**src/rtl/fetch_unit.sv**
```systemverilog
// Instruction fetch stage: PC register, combinational memory address, and a 2-entry skid buffer
// feeding decode. Define FETCH_NULL_HALT_EN to stop fetching (sticky halt) on an all-zero word.
module fetch_unit #(
  parameter logic [31:0] RESET_PC = 32'h0100_0000
) (
  input  logic        clk,
  input  logic        reset,
  output logic [29:0] read_addr,
  input  logic [31:0] mem_inst,
  input  logic        redirect,
  input  logic [31:0] redirect_pc,
  output logic        out_valid,
  input  logic        out_ready,
  output logic [31:0] out_inst,
  output logic [31:0] out_pc,
  output logic        halted
);

  logic [31:0] pc_q, pc_d;
  logic [1:0]  count_q, count_d;
  logic [31:0] head_pc_q, head_pc_d;
  logic [31:0] head_inst_q, head_inst_d;
  logic [31:0] skid_pc_q, skid_pc_d;
  logic [31:0] skid_inst_q, skid_inst_d;

  logic full;
  logic pop;
  logic push;
  logic null_stop;

  // Byte-offset bits of a redirect target carry no information for word fetch.
  logic unused_redirect_lsb;
  assign unused_redirect_lsb = ^redirect_pc[1:0];

  assign read_addr = pc_q[31:2];
  assign out_valid = |count_q;
  assign out_inst  = head_inst_q;
  assign out_pc    = head_pc_q;

  assign full = (count_q == 2'd2);
  assign pop  = out_valid & out_ready;
  assign push = ~redirect & ~halted & ~full & ~null_stop;

`ifdef FETCH_NULL_HALT_EN
  logic halted_q, halted_d;

  assign null_stop = (mem_inst == 32'h0);
  assign halted    = halted_q;

  // A fetch that would have pushed a zero word halts instead; sticky until reset.
  always_comb begin
    halted_d = halted_q;
    if (~redirect & ~halted_q & ~full & null_stop) begin
      halted_d = 1'b1;
    end
  end

  always_ff @(posedge clk or posedge reset) begin
    if (reset) begin
      halted_q <= 1'b0;
    end else begin
      halted_q <= halted_d;
    end
  end
`else
  assign null_stop = 1'b0;
  assign halted    = 1'b0;
`endif

  always_comb begin
    pc_d        = pc_q;
    count_d     = count_q;
    head_pc_d   = head_pc_q;
    head_inst_d = head_inst_q;
    skid_pc_d   = skid_pc_q;
    skid_inst_d = skid_inst_q;

    if (redirect) begin
      // Flush: entries are dropped, head data is left as-is (outputs hold while empty).
      pc_d    = {redirect_pc[31:2], 2'b00};
      count_d = 2'd0;
    end else begin
      if (push) begin
        pc_d = pc_q + 32'd4;
      end
      case (count_q)
        2'd0: begin
          if (push) begin
            head_pc_d   = pc_q;
            head_inst_d = mem_inst;
            count_d     = 2'd1;
          end
        end
        2'd1: begin
          if (push && pop) begin
            head_pc_d   = pc_q;
            head_inst_d = mem_inst;
          end else if (push) begin
            skid_pc_d   = pc_q;
            skid_inst_d = mem_inst;
            count_d     = 2'd2;
          end else if (pop) begin
            count_d = 2'd0;
          end
        end
        2'd2: begin
          if (pop) begin
            head_pc_d   = skid_pc_q;
            head_inst_d = skid_inst_q;
            count_d     = 2'd1;
          end
        end
        default: begin
          count_d = 2'd0;
        end
      endcase
    end
  end

  always_ff @(posedge clk or posedge reset) begin
    if (reset) begin
      pc_q        <= RESET_PC;
      count_q     <= 2'd0;
      head_pc_q   <= 32'h0;
      head_inst_q <= 32'h0;
      skid_pc_q   <= 32'h0;
      skid_inst_q <= 32'h0;
    end else begin
      pc_q        <= pc_d;
      count_q     <= count_d;
      head_pc_q   <= head_pc_d;
      head_inst_q <= head_inst_d;
      skid_pc_q   <= skid_pc_d;
      skid_inst_q <= skid_inst_d;
    end
  end

endmodule

```
**config.mk**
```make
export PLATFORM = sky130hd
export DESIGN_NAME = fetch_unit
export DESIGN_NICKNAME = d
export VERILOG_FILES = /design/src/rtl/fetch_unit.sv
export SDC_FILE = /design/constraint.sdc
export NUM_CORES = 1
export LEC_CHECK = 0
export CAP_MARGIN = 5
export CELL_PAD_IN_SITES_DETAIL_PLACEMENT = 1
export CELL_PAD_IN_SITES_GLOBAL_PLACEMENT = 1
export CORE_ASPECT_RATIO = 0.8
export CORE_MARGIN = 2
export CORE_UTILIZATION = 42
export CTS_CLUSTER_DIAMETER = 200
export CTS_CLUSTER_SIZE = 12
export DETAILED_ROUTE_END_ITERATION = 16
export HOLD_SLACK_MARGIN = 0.03
export PLACE_DENSITY_LB_ADDON = 0.1
export SKIP_LAST_GASP = 1
export SYNTH_ARGS = -nofsm -noshare
export SYNTH_HDL_FRONTEND = slang
export SYNTH_SLANG_ARGS = --single-unit
```
**constraint.sdc**
```tcl
create_clock -name clk -period 8.5 [get_ports clk]
set_input_delay 1.7 -clock clk [delete_from_list [all_inputs] [get_ports clk]]
set_output_delay 1.7 -clock clk [all_outputs]
set_load 0.01 [all_outputs]
```
==> impl_metrics.py <==
metrics = {
    "synthesis": {
        "ys_ff_latch": 156,
        "syn_area_per_cell_sq_um": 11.25,
        "synth-seq-area-share": 0.5516,
        "synth_edf_count": 0,
        "synthCells": 629,
        "netlist_area_sq_um": 7079,
        "ys.flop_type": "dfrtp_1",
        "ys_warn_count": 0,
        "ys_types": 48,
        "async_flop_share": 1.000,
    },
    "routing": {
        "wl_per_cell_um": 18.78,
        "drc": 0,
        "drt_iter0_drc": 264,
        "viasPerCell": 5.424,
        "routed_wl_um": 18820,
        "vias": 5435,
        "firstDrtPassIters": 4,
        "ant_nets": 0,
    },
    "timing": {
        "tightest_slew_ps": 1240,
        "clock_skew_ps": 8.878,
        "finalHoldViolCount": 0,
        "setup_slack_ps": 4256,
        "final_max_slew_viol_count": 0,
        "rsz0062_at_grt": "no",
        "post-route-period-util": 0.4993,
        "fin_crit_ps": 4244,
        "slew_headroom": 0.1708,
        "max_freq_mhz": 235.6,
        "holdWs_ps": 475.9,
        "finalSetupTns_ps": 0,
        "setup_viol": 0,
    },
    "clocking": {
        "clk_pin_slew_worst_paths_ps": 60,
        "ctsResizeCount": 0,
        "h-tree-depth": 4,
        "cts_buffers": 17,
        "cts_sinks": 156,
        "cts-root-buf": "clkbuf_16",
        "cts_tree": "yes",
        "post_cts_buffers": 0,
        "clockBufferDepth": 2,
        "postCtsHoldBufs": 0,
        "clock_latency_ps": 420,
    },
    "power": {
        "power.leakage_nw": 4.143,
        "peakVddDrop_mv": 0.1651,
        "p_per_area_nw_per_um2": 233.0,
    },
    "setup_path": {
        "setup.worst_path.end_class": "flip-flop",
        "required_ps": 8760,
        "crit_top_cell": "buf_4",
        "crit_arrival_ps": 4510,
        "path_class": "primary input to flip-flop",
        "crit_chain": "buf_2 -> buf_4 -> clkinv_1 -> o21ai_4 -> buf_4 -> o21ai_0",
        "cpPeakStageDelay_ps": 800,
        "crit_fanout": 94,
        "start_kind": "primary input",
        "critical-path-slowest-cell": "buf_4",
    },
    "floorplan": {
        "die_area_sq_um": 17920,
        "ios": 164,
        "die_y_um": 120.1,
        "die_x_um": 149.2,
        "fp-row-count": 42,
        "core_area_sq_um": 16500,
        "start_util": 0.4290,
    },
    "placement": {
        "dp_hpwl_um": 12250,
        "dp_worst_setup_slack_ps": 3755,
        "globalplace.congestion": 0.7443,
        "port_buffers": 158,
    },
    "layout": {
        "multi_input_area_sq_um": 2969,
        "fillers": 1723,
        "final_cell_mix": "clkdlybuf4s50_1, dfrtp_1, nand2_1",
        "fin_nets": 838,
        "seq_area_sq_um": 3905,
        "layout_commonest_cell": "clkdlybuf4s50_1",
        "drive_gt1_frac": 0.1471,
        "antennaDiodeCount": 0,
        "syn2layout_area_growth_pct": 33.14,
    },
    "hold_path": {
        "hp-class": "flip-flop to flip-flop",
    },
    "global_routing": {
        "grt_use_total": 0.2213,
        "grt_pass1_vias": 5763,
        "antenna_found_initial": 0,
        "overflow": 0,
        "grt_max_degree": 95,
        "grt_first_pass_wirelength_um": 30860,
    },
    "flow_run": {
        "drv_cap": 0,
    },
    "status": {
        "status": "complete, no violations",
    },
}
## kinds of logic (layout without fill, tap and decap cells)
family	after synthesis	in the layout	share of synthesized area
AOI/OAI and AO/OA	114	114	0.09809
xor gates and xnor gates	9	9	0.01113
adders and majority gates	1	1	0.001767
buffers and inverters	52	203	0.03394
DFF	156	156	0.5516
muxes	123	123	0.1849
other	1	3	0.0005297
and+or+nand+nor	173	173	0.1181
## cells in the mapped netlist, drive strengths merged, types with 3 or more instances
master | n | area [sq um]
nand4 | 11 | 68.82
or2 | 5 | 31.28
nand2b | 6 | 37.54
nor2b | 3 | 18.77
o21ai | 76 | 380.4
nand3 | 12 | 60.06
xor2 | 5 | 43.79
mux2i | 61 | 610.6
or4 | 3 | 22.52
buf | 25 | 138.9
nor4 | 6 | 37.54
o31a | 8 | 70.07
clkbuf | 21 | 78.83
and3 | 6 | 37.54
and4 | 4 | 35.03
mux2 | 62 | 698.2
or3 | 5 | 36.28
nor3 | 5 | 30.03
o311ai | 10 | 87.58
nand2 | 91 | 344.1
xnor2 | 4 | 35.03
inv | 5 | 18.77
a31oi | 6 | 37.54
nor2 | 12 | 45.04
dfrtp | 155 | 3879
## routing by layer
metal  up-vias  global-route usage  routed length, um
met1      2771              0.2962               8618
met2       120              0.3551               8996
met5         -                   0                  0
li1       2524                   -                  -
met3        20             0.05894                931
met4         0             0.06429                275
## critical path, delay by kind of cell
family | cells | cell delay, ps
buf+inv | 4 | 2000
compound gates | 2 | 740
## through the flow
stage	std cells	area, sq um	power (mW)	utilization
finish	1002	9425	2.196	0.5712
global route	1002	9425	2.308	0.5712
CTS	1002	9425	2.222	0.5712
detailed placement	970	8806	1.419	0.5337
global placement	970	8806	1.389	0.5337
floorplan	631	7087	1.187	-
## area by class of cell
cell class              count  share of cell area
clock buffers              20             0.04845
clock inverters            12             0.01726
inverters                   6            0.002920
multi-input cells         423              0.3150
flip-flops and latches    156              0.4143
well taps                 220             0.02920
repair buffers            165              0.1728
## power by group
part | internal, mW | switching (mW)
Combinational | 0.242 | 0.179
Sequential | 0.883 | 0.0981
Clock | 0.481 | 0.313
Total | 1.61 | 0.590
## worst paths after layout
kind                                        start                     endpoint  slack (ps)  cells past startpoint
max                                      redirect       out_pc[15]$_DFFE_PP0P_        4260                      6
min                        out_pc[10]$_DFFE_PP0P_       out_pc[10]$_DFFE_PP0P_         480                      2
max reg2reg                count_q[1]$_DFFE_PP0P_  skid_inst_q[28]$_DFFE_PP0P_        5670                      4
min reg2reg                out_pc[10]$_DFFE_PP0P_       out_pc[10]$_DFFE_PP0P_         480                      2
max in group asynchronous                   reset          pc_q[6]$_DFFE_PP0P_        5320                      3
min in group asynchronous                   reset   skid_inst_q[6]$_DFFE_PP0P_        1830                      2
## state kept, by name, indices dropped and copies added, names as in the netlist
signal,cells
skid_pc_q,30
skid_inst_q,32
out_pc,30
pc_q,30
count_q,2
out_inst,32
Power figures use the tool's default switching activity.
